## src/rtl/binary_to_bcd.sv

```systemverilog
// binary_to_bcd: sequential 14-bit binary to 4-digit packed BCD converter.
// Uses shift-add-3 (double dabble) with one iteration per clock over a
// 5-digit scratch register; the fifth digit flags values above 9999.
// A conversion takes 15 edges from the start edge to the done edge, and the
// done edge also samples start so back-to-back conversions run every 15 cycles.
module binary_to_bcd #(
    parameter int SATURATE = 1
) (
    input  logic        clk,
    input  logic        rst,
    input  logic        start,
    input  logic [13:0] in,
    output logic [15:0] out,
    output logic        busy,
    output logic        done,
    output logic        ovf
);

    typedef enum logic {
        IDLE  = 1'b0,
        SHIFT = 1'b1
    } state_t;

    localparam logic [3:0] LAST_ITER = 4'd14;

    state_t      state;
    state_t      state_next;
    logic [3:0]  count;
    logic [13:0] bin;
    logic [19:0] scratch;
    logic [19:0] adjusted;
    logic        finish;
    logic        capture;
    logic        busy_next;
    logic        done_next;

    // Add 3 to every BCD digit that is 5 or more, so the following
    // left shift carries correctly into the next decimal digit.
    function automatic logic [19:0] add3(input logic [19:0] s);
        logic [19:0] r;
        r = s;
        for (int d = 0; d < 5; d++) begin
            if (r[4*d +: 4] >= 4'd5) begin
                r[4*d +: 4] = r[4*d +: 4] + 4'd3;
            end
        end
        return r;
    endfunction

    // Overflow handling: clamp to 9999 or keep the low four digits.
    function automatic logic [15:0] clamp(input logic [19:0] s);
        if ((s[19:16] != 4'd0) && (SATURATE != 0)) begin
            return 16'h9999;
        end
        return s[15:0];
    endfunction

    assign adjusted = add3(scratch);
    assign finish   = (state == SHIFT) && (count == LAST_ITER);
    assign capture  = start && ((state == IDLE) || finish);

    // State register.
    always_ff @(posedge clk or posedge rst) begin
        if (rst) begin
            state <= IDLE;
        end else begin
            state <= state_next;
        end
    end

    // Next-state logic: a start on the completing edge re-enters SHIFT directly.
    always_comb begin
        state_next = state;
        case (state)
            IDLE:    if (start) state_next = SHIFT;
            SHIFT:   if (finish && !start) state_next = IDLE;
            default: state_next = IDLE;
        endcase
    end

    // Output decode: busy is low in the done cycle even when a new run begins.
    always_comb begin
        busy_next = (state_next == SHIFT) && !finish;
        done_next = finish;
    end

    // Datapath and registered outputs: capture, iterate, publish result.
    always_ff @(posedge clk or posedge rst) begin
        if (rst) begin
            count   <= 4'd0;
            bin     <= 14'd0;
            scratch <= 20'd0;
            out     <= 16'h0000;
            ovf     <= 1'b0;
            busy    <= 1'b0;
            done    <= 1'b0;
        end else begin
            busy <= busy_next;
            done <= done_next;
            if (finish) begin
                out <= clamp(scratch);
                ovf <= (scratch[19:16] != 4'd0);
            end
            if (capture) begin
                bin     <= in;
                scratch <= 20'd0;
                count   <= 4'd0;
            end else if ((state == SHIFT) && !finish) begin
                {scratch, bin} <= {adjusted[18:0], bin, 1'b0};
                count          <= count + 4'd1;
            end
        end
    end

endmodule

```

## config.mk

```make
export PLATFORM = sky130hd
export DESIGN_NAME = binary_to_bcd
export DESIGN_NICKNAME = d
export VERILOG_FILES = /design/src/rtl/binary_to_bcd.sv
export SDC_FILE = /design/constraint.sdc
export NUM_CORES = 1
export LEC_CHECK = 0
export ABC_AREA = 1
export BUFFER_PORTS_ARGS = -buffer_cell sky130_fd_sc_hd__buf_4
export CAP_MARGIN = 20
export CORE_AREA = 4 4 109 70
export CTS_CLUSTER_DIAMETER = 80
export DETAILED_ROUTE_END_ITERATION = 10
export DIE_AREA = 0 0 113 74
export GPL_TIMING_DRIVEN = 0
export PLACE_DENSITY = 0.69
export SLEW_MARGIN = 10
export SYNTH_ARGS = -nofsm -noshare
export SYNTH_HDL_FRONTEND = slang
export SYNTH_SLANG_ARGS = --single-unit
```

## constraint.sdc

```tcl
create_clock -name clk -period 1.75 [get_ports clk]
set_input_delay 0.0875 -clock clk [delete_from_list [all_inputs] [get_ports clk]]
set_output_delay 0.0875 -clock clk [all_outputs]
set_load 0.02 [all_outputs]
```

==> run_results.csv, run 1 <==
group,metric,value,unit
status,status,"completed",
global_route,globalRouteOverflowTotal,0,
worst_setup_path,critPathLaunchType,"register",
cts,cts_inserted_buffers,9,
place,dp_hpwl,4.64,mm
worst_hold_path,hold_path.class,"in2reg",
yosys,synth.top_cell.area_share,0.499,
global_route,initial_antenna_violation_count,0,
cts,tritoncts_clock_tree,"done",
yosys,share_of_synthesized_flip_flops_with_an_asynchronous_set_or_reset,1.00,
sta,clock.fmax,0.621,GHz
yosys,synth_top_flop_cell,"sky130_fd_sc_hd__dfrtp_1",
cts,cts_num_sinks,58,
place,place_inst,467,
drt,avgRoutedWirePerCell,13.7,um
die,i_o_pin_total,36,
yosys,yosys.cell_types.count,24,
cells_and_area,areaGrowthSynthToFinish,23.5,%
sta,finalMaxSlewViolations,0,
die,design.core.area,6530,um^2
worst_setup_path,timing.critical_path.slowest_stage_cell,"sky130_fd_sc_hd__dfrtp_1",
place,placement.setup.worst_slack,0.157,ns
yosys,seq_area_frac_synth,0.499,
cts,worst_setup_hold_path_clk_slew,0.07,ns
cts,postCtsSetupRepairBufs,0,
cells_and_area,share_of_layout_cells_above_drive_strength_1,0.190,
die,start_util,0.446,
drt,drcViolationCount,0,
worst_setup_path,critPathLaunch,"count[0]",
sta,worstMarginPinSlew,0.721,ns
yosys,postSynthCellCount,346,
sta,final.setup.worst_slack,0.138,ns
place,gp_congestion,0.801,
die,std_cell_rows,23,
run,cap_violations,0,
drt,antenna_violating_nets_post_route,0,
worst_setup_path,path_class,"reg2reg",
worst_setup_path,worstRegToRegCells,8,
sta,fin_crit,1.61,ns
worst_setup_path,reg2reg_slack,0.14,ns
cts,root_buffer,"sky130_fd_sc_hd__clkbuf_8",
worst_setup_path,worst-path-stages,8,
yosys,syn_nets,376,
worst_setup_path,worstPathCellList,"inv_1 -> ha_1 -> nand3_2 -> nand2_4 -> inv_2 -> buf_2 -> nand2_1 -> o21ai_1",
worst_setup_path,critical_path.endpoint,"scratch[0]",
power_and_ir_drop,power.static_leakage,1.82,nW
worst_setup_path,worst-endpoint-arrival,1.85,ns
sta,timing.final.crit_share,0.921,
worst_setup_path,r2r-end,"scratch[0]",
drt,via_count,2510,
yosys,synth_edf_count,0,
global_route,grt_usage,0.175,
cells_and_area,postLayoutCellArea,3590,um^2
worst_setup_path,worst_setup_path_end_kind,"register",
cells_and_area,post_layout_nonfiller_instances,493,
cells_and_area,post-route-util,0.550,
place,io_buffer_count,34,
sta,unrepaired_setup_endpoints_after_global_routing,"no",
drt,drt-total-wl,6.76,mm
drt,drt_pre_antenna_iters,5,
sta,final.setup_skew,0.0116,ns
drt,drtIter0Drc,183,
yosys,synth_warnings,0,
yosys,synth_area_leader_cell,"sky130_fd_sc_hd__dfrtp_1",
cts,clock_insertion_delay_worst_skew,0.33,ns
worst_setup_path,critPathMaxStageDelay,0.40,ns
sta,hold_violations,0,
cells_and_area,antenna-diode-count,0,
global_route,grt_pass1_wl,11.5,mm
cts,htreeDepth,3,
cells_and_area,final.fill_count,587,
die,die_w,113,um
global_route,first_global_vias,2440,
sta,setup_viol,0,
yosys,postSynthRegisterBits,58,
sta,timing.max_slew.rel_slack,0.519,
power_and_ir_drop,max-vdd-ir-drop,0.618,mV
yosys,synthesis.area_per_instance,8.41,um^2
worst_setup_path,cp.buffers_inverters,3,
die,dieHeight,74,um
worst_setup_path,timing.critical_path.fanout_max,10,
place,placed_cell_area,3280,um^2
power_and_ir_drop,totalPowerFinal,0.00667,W
power_and_ir_drop,p_per_area,1860,nW/um^2
cts,clk_path_buf_depth,2,
global_route,grt_max_degree,59,
yosys,yosys-top-cells-area,"sky130_fd_sc_hd__dfrtp_1 (50%), sky130_fd_sc_hd__nand2_1 (13%), sky130_fd_sc_hd__nand3_1 (11%)",
die,die_footprint,8360,um^2
worst_setup_path,worst-endpoint-required,1.99,ns
worst_setup_path,cp_top_family,"buffers and inverters",
yosys,post_synth_instance_area,2910,um^2
cells_and_area,final_nets,431,
cells_and_area,mostFrequentLayoutCells,"sky130_fd_sc_hd__nand2_1 (103), sky130_fd_sc_hd__nand3_1 (62), sky130_fd_sc_hd__dfrtp_1 (58)",
drt,vias_per_cell,5.09,
worst_setup_path,reg2reg_from,"count[0]",
cells_and_area,layout.cells.most_common,"sky130_fd_sc_hd__nand2_1",
worst reg2reg max path: cells and delay by family (launching register included):
| kind | cells | cell delay, ns |
|---|---|---|
| buf+inv | 3 | 0.48 |
| fa+ha+maj | 1 | 0.26 |
| compound gates | 1 | 0.12 |
| simple gates | 3 | 0.25 |
| flops | 1 | 0.40 |
flip-flops by register name, indices dropped and copies added (netlist names):
name and cells:
ovf 1, out 16, busy 1, bin 14
done 1, scratch 20, state 1, count 4
how the worst min path moves through the flow:
| stage | from | to | cells past startpoint |
|---|---|---|---|
| 2_1_floorplan | in[0] | bin[0] | 2 |
| 3_3_place_gp | in[8] | bin[8] | 3 |
| 3_5_place_dp | rst | bin[0] | 2 |
| 4_1_cts | in[10] | bin[10] | 3 |
| 5_1_grt | in[10] | bin[10] | 3 |
| 6_report | in[13] | bin[13] | 3 |
metrics by stage:
step	TNS, ns	hold slack [ns]
6_report	0	0.0132
5_1_grt	0	0.0101
4_1_cts	0	0.000181
3_5_place_dp	0	0.269
3_3_place_gp	-35.47	0.325
2_1_floorplan	0	0.233
repair_timing:
action,4_1_cts,5_1_grt
hold endpoints to repair,67,0
resized for setup,0,0
hold buffers,10,0
metal layers:
layer  up-vias  GRT usage  part of all wire
li1       1244          -                 -
met3        14     0.0463             0.062
met1      1169      0.240              0.48
met2        83      0.269              0.44
met4         0     0.0707             0.018
met5         -          0                 0
Yosys cell counts, types with 2 or more instances:
| cell | instances |
|---|---|
| sky130_fd_sc_hd__ha_1 | 13 |
| sky130_fd_sc_hd__dfrtp_1 | 58 |
| sky130_fd_sc_hd__nand3_1 | 62 |
| sky130_fd_sc_hd__nand2_1 | 103 |
| sky130_fd_sc_hd__o21ai_1 | 6 |
| sky130_fd_sc_hd__nand2_4 | 2 |
| sky130_fd_sc_hd__nor2_1 | 11 |
| sky130_fd_sc_hd__buf_6 | 2 |
| sky130_fd_sc_hd__inv_1 | 32 |
| sky130_fd_sc_hd__nand4_1 | 11 |
| sky130_fd_sc_hd__buf_2 | 7 |
| sky130_fd_sc_hd__o21ai_0 | 19 |
| sky130_fd_sc_hd__inv_2 | 2 |
| sky130_fd_sc_hd__a21oi_2 | 8 |
layout make-up:
cell class | instances | area (um^2) | area share
Buffer | 12 | 73.8 | 0.0205
Sequential cell | 58 | 1450 | 0.404
Timing Repair Buffer | 44 | 355 | 0.0989
Clock buffer | 15 | 186 | 0.0519
Tap cell | 87 | 109 | 0.0303
Multi-Input combinational cell | 241 | 1250 | 0.348
Inverter | 35 | 136 | 0.0380
Clock inverter | 1 | 30.0 | 0.00836
logic make-up (layout without fill, tap and decap cells):
kind of cell,count (synthesis),in the layout,share of synthesized area
buf+inv,47,107,0.0714
simple gates,193,193,0.302
compound gates,34,34,0.0692
xor+xnor,1,1,0.00301
flops,58,58,0.499
fa+ha+maj,13,13,0.0559
power breakdown:
part           internal (W)  switching (W)
combinational       0.00113        0.00187
clock              0.000815       0.000509
sequential          0.00193       0.000421
Power figures use the tool's default switching activity.
==> run 2, diff against run 1 <==
--- a/config.mk
+++ b/config.mk
@@ -14,6 +14,7 @@
 export DIE_AREA = 0 0 113 74
 export GPL_TIMING_DRIVEN = 0
 export PLACE_DENSITY = 0.69
+export REMOVE_ABC_BUFFERS = 1
 export SLEW_MARGIN = 10
 export SYNTH_ARGS = -nofsm -noshare
 export SYNTH_HDL_FRONTEND = slang
==> run_results.csv, run 2 (synthesized netlist as in run 1, its figures left out) <==
group,metric,value,unit
sta,final.setup.worst_slack,0.103,ns
cts,clock_insertion_delay_worst_skew,0.33,ns
die,die_w,113,um
worst_setup_path,worstRegToRegCells,6,
place,placement.setup.worst_slack,-0.118,ns
drt,antenna_violating_nets_post_route,0,
cells_and_area,antenna-diode-count,0,
sta,unrepaired_setup_endpoints_after_global_routing,"yes",
power_and_ir_drop,totalPowerFinal,0.00656,W
drt,met1_routed_wirelength_after_detailed_routing,3.08,mm
sta,final_tns_setup,0,ns
status,status,"completed",
worst_setup_path,reg2reg_slack,0.10,ns
global_route,grt_usage,0.166,
power_and_ir_drop,p_per_area,1800,nW/um^2
cts,worst_setup_hold_path_clk_slew,0.06,ns
sta,clock.fmax,0.607,GHz
cells_and_area,areaGrowthSynthToFinish,25.5,%
cts,htreeDepth,3,
global_route,grt_pass1_wl,10.9,mm
power_and_ir_drop,power.combinational.fraction,0.453,
cells_and_area,post-route-util,0.559,
global_route,initial_antenna_violation_count,0,
sta,worstMarginPinSlew,0.563,ns
sta,final.setup_skew,0.00593,ns
cells_and_area,share_of_layout_cells_above_drive_strength_1,0.185,
worst_hold_path,min_delay_worst_endpoint,"bin[9]",
worst_setup_path,cp.buffers_inverters,2,
cells_and_area,layout.cells.most_common,"sky130_fd_sc_hd__nand2_1",
sta,timing.final.crit_share,0.941,
run,cap_violations,0,
drt,via_count,2503,
drt,top_layer_used,"met4",
worst_setup_path,critPathLaunchType,"register",
worst_setup_path,worstPathCellList,"inv_1 -> ha_1 -> nand4_4 -> buf_4 -> nor2_4 -> a21oi_2",
die,i_o_pin_total,36,
worst_setup_path,worst_setup_path_end_kind,"register",
drt,drt_pre_antenna_iters,4,
place,dp_hpwl,4.13,mm
cts,tritoncts_clock_tree,"done",
drt,drt-total-wl,6.58,mm
global_route,grt_max_degree,35,
worst_setup_path,critPathMaxStageDelay,0.40,ns
drt,avgRoutedWirePerCell,13.4,um
die,design.core.area,6530,um^2
place,placed_cell_area,3230,um^2
cells_and_area,mostFrequentLayoutCells,"sky130_fd_sc_hd__nand2_1 (103), sky130_fd_sc_hd__nand3_1 (62), sky130_fd_sc_hd__dfrtp_1 (58)",
drt,vias_per_cell,5.09,
cells_and_area,largest_register,"scratch",
worst_setup_path,reg2reg_from,"count[0]",
drt,drtIter0Drc,161,
cts,clk_path_buf_depth,2,
cells_and_area,largest_register_ffs,20,
cts,cts_inserted_buffers,9,
sta,setup_viol,0,
place,io_buffer_count,35,
worst_setup_path,timing.critical_path.fanout_max,9,
cells_and_area,postLayoutCellArea,3650,um^2
cells_and_area,registers_with_the_most_flip_flops,"scratch x20, out x16, bin x14",
die,dieHeight,74,um
drt,drcViolationCount,0,
global_route,globalRouteOverflowTotal,0,
power_and_ir_drop,netSwitchingPower,0.00280,W
worst_setup_path,worst-endpoint-arrival,1.86,ns
power_and_ir_drop,cellInternalPower,0.00377,W
worst_hold_path,whs_path_depth,3,
worst_setup_path,timing.critical_path.slowest_stage_cell,"sky130_fd_sc_hd__dfrtp_1",
place,gp_congestion,0.754,
power_and_ir_drop,power.sequential.fraction,0.360,
power_and_ir_drop,power.static_leakage,1.83,nW
cts,root_buffer,"sky130_fd_sc_hd__clkbuf_8",
drt,met2_wire_len,3.07,mm
die,start_util,0.446,
worst_hold_path,timing.hold.worst.start,"in[9]",
sta,fin_crit,1.65,ns
die,die_footprint,8360,um^2
cells_and_area,final_nets,430,
worst_setup_path,path_class,"reg2reg",
global_route,first_global_vias,2326,
cts,cts_num_sinks,58,
drt,detailroute.wirelength.met3,357,um
sta,finalMaxSlewViolations,0,
worst_setup_path,cp_top_family,"simple AND/OR/NAND/NOR gates",
cells_and_area,final.fill_count,601,
sta,hold_violations,0,
power_and_ir_drop,pwr-share-clk,0.186,
die,std_cell_rows,23,
power_and_ir_drop,max-vdd-ir-drop,0.812,mV
power_and_ir_drop,power_switching_share,0.426,
worst_setup_path,r2r-end,"out[3]",
sta,timing.max_slew.rel_slack,0.624,
worst_hold_path,hold_path.class,"in2reg",
worst_setup_path,worst-endpoint-required,1.96,ns
run 2: cell count changes in the layout (fill, tap and decap cells not counted), sizes merged:
cell / previous run / this run
clkinv: 0 / 2
nand2: 106 / 107
inv: 35 / 34
buf: 44 / 41
dlygate4sd3: 10 / 13
bufinv: 1 / 0
clkbuf: 17 / 15
run 2: area by class of cell:
class	count	area, um^2	area share
Sequential cell	58	1450	0.397
Multi-Input combinational cell	242	1290	0.352
Timing Repair Buffer	54	450	0.123
Clock buffer	15	196	0.0538
Inverter	35	154	0.0421
Tap cell	87	109	0.0298
Clock inverter	1	5.00	0.00137
run 2: timing repair:
| action | in CTS | in global routing |
|---|---|---|
| hold buffers | 13 | 0 |
| cloned | 0 | 1 |
| setup endpoints to repair | 39 | 33 |
| pin swaps | 0 | 1 |
| hold endpoints to repair | 36 | 0 |
| buffers inserted | 0 | 5 |
| resized for setup | 4 | 6 |
run 2: per-layer routing:
layer  global-route usage  vias to the layer above
met2                0.259                       75
met3               0.0488                        7
met4               0.0613                        0
met5                    0                        -
li1                     -                     1246
met1                0.224                     1175
run 2: worst min-delay path, cell delays in order:
cell and delay (ns):
sky130_fd_sc_hd__buf_4 0.08, sky130_fd_sc_hd__nand3_1 0.07, sky130_fd_sc_hd__nand3_1 0.08
run 2: per-stage QoR:
step | hold WS (ns) | instances
6_report | 0.0148 | 492
3_5_place_dp | 0.183 | 457
3_3_place_gp | 0.320 | 456
2_1_floorplan | 0.232 | 334
5_1_grt | 0.0300 | 492
4_1_cts | 0.000359 | 486
run 2: power by group through the flow:
stage	clock network, W	registers [W]	logic [W]
after floorplan	0	0.00249	0.00187
after global placement	0	0.00236	0.00273
after detailed placement	0	0.00237	0.00283
after CTS	0.00126	0.00235	0.00289
after global routing	0.00131	0.00244	0.00341
final	0.00122	0.00237	0.00297
run 2: how the worst max path moves through the flow:
stage                  start     endpoint  slack (ns)  cells past startpoint
finish              count[0]       out[3]        0.10                      6
global route        count[0]      out[13]       -0.03                      6
CTS                 count[0]  scratch[12]        0.01                      8
detailed placement  count[0]  scratch[12]       -0.12                      7
global placement         rst       out[9]       -0.53                      2
floorplan                rst       bin[0]        0.23                      1
==> run 3, diff against run 2 <==
--- a/config.mk
+++ b/config.mk
@@ -9,6 +9,7 @@
 export BUFFER_PORTS_ARGS = -buffer_cell sky130_fd_sc_hd__buf_4
 export CAP_MARGIN = 20
 export CORE_AREA = 4 4 109 70
+export CTS_BUF_LIST = sky130_fd_sc_hd__clkbuf_4
 export CTS_CLUSTER_DIAMETER = 80
 export DETAILED_ROUTE_END_ITERATION = 10
 export DIE_AREA = 0 0 113 74
==> run_results.csv, run 3 (synthesized netlist as in run 1, its figures left out) <==
group,metric,value,unit
sta,hold_violations,0,
cells_and_area,mostFrequentLayoutCells,"sky130_fd_sc_hd__nand2_1 (103), sky130_fd_sc_hd__nand3_1 (62), sky130_fd_sc_hd__dfrtp_1 (58)",
sta,fin_worst_hold_slack,0.0495,ns
cts,root_buffer,"sky130_fd_sc_hd__clkbuf_4",
sta,unrepaired_setup_endpoints_after_global_routing,"no",
die,start_util,0.446,
place,dp_hpwl,4.13,mm
place,io_buffer_count,35,
worst_setup_path,timing.critical_path.fanout_max,9,
power_and_ir_drop,power.static_leakage,1.78,nW
cts,cts_num_sinks,58,
sta,finalMaxSlewViolations,0,
run,cap_violations,0,
cells_and_area,largest_register,"scratch",
sta,timing.max_slew.rel_slack,0.629,
cells_and_area,final.fill_count,601,
cells_and_area,layout.cells.most_common,"sky130_fd_sc_hd__nand2_1",
drt,vias_per_cell,5.09,
sta,final.setup_skew,0.0146,ns
drt,antenna_violating_nets_post_route,0,
cells_and_area,areaGrowthSynthToFinish,22.8,%
drt,drtIter0Drc,141,
status,status,"completed",
cells_and_area,largest_register_ffs,20,
cts,clk_path_buf_depth,2,
die,i_o_pin_total,36,
die,die_w,113,um
sta,final.setup.worst_slack,0.122,ns
global_route,grt_usage,0.165,
die,design.core.area,6530,um^2
power_and_ir_drop,max-vdd-ir-drop,0.799,mV
worst_setup_path,worst-endpoint-required,2.03,ns
cells_and_area,antenna-diode-count,0,
cts,cts_inserted_buffers,9,
cells_and_area,final_nets,432,
global_route,globalRouteOverflowTotal,0,
die,dieHeight,74,um
cts,clock_insertion_delay_worst_skew,0.40,ns
sta,fin_crit,1.63,ns
worst_setup_path,worst_setup_path_end_kind,"register",
global_route,initial_antenna_violation_count,0,
drt,avgRoutedWirePerCell,13.4,um
cells_and_area,post-route-util,0.547,
worst_setup_path,path_class,"reg2reg",
drt,drcViolationCount,0,
place,gp_congestion,0.754,
cts,worst_setup_hold_path_clk_slew,0.09,ns
cts,tritoncts_clock_tree,"done",
sta,setup_viol,0,
place,placement.setup.worst_slack,-0.118,ns
cts,htreeDepth,3,
sta,clock.fmax,0.614,GHz
worst_hold_path,hold_path.class,"in2reg",
power_and_ir_drop,p_per_area,1710,nW/um^2
worst_setup_path,critPathLaunchType,"register",
drt,drt_pre_antenna_iters,5,
worst_setup_path,worst-endpoint-arrival,1.91,ns
drt,drt-total-wl,6.64,mm
drt,via_count,2513,
die,std_cell_rows,23,
die,die_footprint,8360,um^2
global_route,grt_max_degree,35,
global_route,grt_pass1_wl,10.9,mm
sta,timing.final.crit_share,0.931,
cells_and_area,share_of_layout_cells_above_drive_strength_1,0.177,
cells_and_area,registers_with_the_most_flip_flops,"scratch x20, out x16, bin x14",
global_route,first_global_vias,2304,
sta,worstMarginPinSlew,0.556,ns
## run 3: cell types whose count changed in the layout (fill, tap and decap cells not counted)
cell,delta
sky130_fd_sc_hd__dlygate4sd3_1,+2
sky130_fd_sc_hd__ha_1,-1
sky130_fd_sc_hd__clkinv_1,+5
sky130_fd_sc_hd__clkbuf_4,+10
sky130_fd_sc_hd__o21ai_1,+1
sky130_fd_sc_hd__o21ai_0,-1
sky130_fd_sc_hd__clkbuf_8,-14
sky130_fd_sc_hd__ha_2,+1
sky130_fd_sc_hd__clkbuf_1,-1
## run 3: worst paths after layout
kind                             from    endpoint  slack [ns]  depth (start not counted)
min in group asynchronous         rst     bin[11]        0.30                          3
max                          count[0]      out[3]        0.12                          6
max in group asynchronous         rst      out[7]        0.87                          4
min                             start      bin[0]        0.05                          3
max reg2reg                  count[0]      out[3]        0.12                          6
min reg2reg                scratch[1]  scratch[1]        0.49                          2
## run 3: per-layer routing
| metal | global-route usage | routed length (um) | vias to the layer above |
|---|---|---|---|
| li1 | - | - | 1261 |
| met1 | 0.228 | 3170 | 1176 |
| met2 | 0.252 | 3040 | 70 |
| met3 | 0.0561 | 378 | 6 |
| met4 | 0.0453 | 48 | 0 |
| met5 | 0 | 0 | - |
## run 3: critical path, stage by stage (launching register included)
cell,delay [ns]
sky130_fd_sc_hd__dfrtp_1,0.42
sky130_fd_sc_hd__inv_1,0.11
sky130_fd_sc_hd__ha_2,0.25
sky130_fd_sc_hd__nand4_4,0.17
sky130_fd_sc_hd__buf_4,0.20
sky130_fd_sc_hd__nor2_4,0.28
sky130_fd_sc_hd__a21oi_2,0.09
## run 3: report_power, final
| group | switching (W) | total, W | internal, W |
|---|---|---|---|
| logic | 0.00185 | 0.00299 | 0.00114 |
| clock network | 0.000477 | 0.000760 | 0.000283 |
| registers | 0.000444 | 0.00237 | 0.00192 |
## run 3: what timing repair did
action                                  CTS  global route
endpoints found under the hold margin    38             0
hold buffers                             15             0
gates cloned                              0             1
gates resized for setup                   4             8
pin swaps                                 0             1
setup buffers                             0             5
endpoints found under the setup margin   40            36
## run 3: area by class of cell
class / instances / area (um^2) / share of cell area
repair buffers: 56 / 470 / 0.132
flip-flops and latches: 58 / 1450 / 0.406
clock buffers: 10 / 75.1 / 0.0210
inverters: 35 / 154 / 0.0431
multi-input cells: 242 / 1290 / 0.361
well taps: 87 / 109 / 0.0305
clock inverters: 6 / 23.8 / 0.00665
## run 3: stage by stage
stage               cell area, um^2  total power (W)  setup TNS (ns)  std cells
finish                         3570          0.00612               0        494
global route                   3570          0.00672               0        494
detailed placement             3230          0.00520           -1.30        457
CTS                            3490          0.00604               0        488
global placement               3210          0.00508          -31.22        456
floorplan                      2840          0.00437               0        334
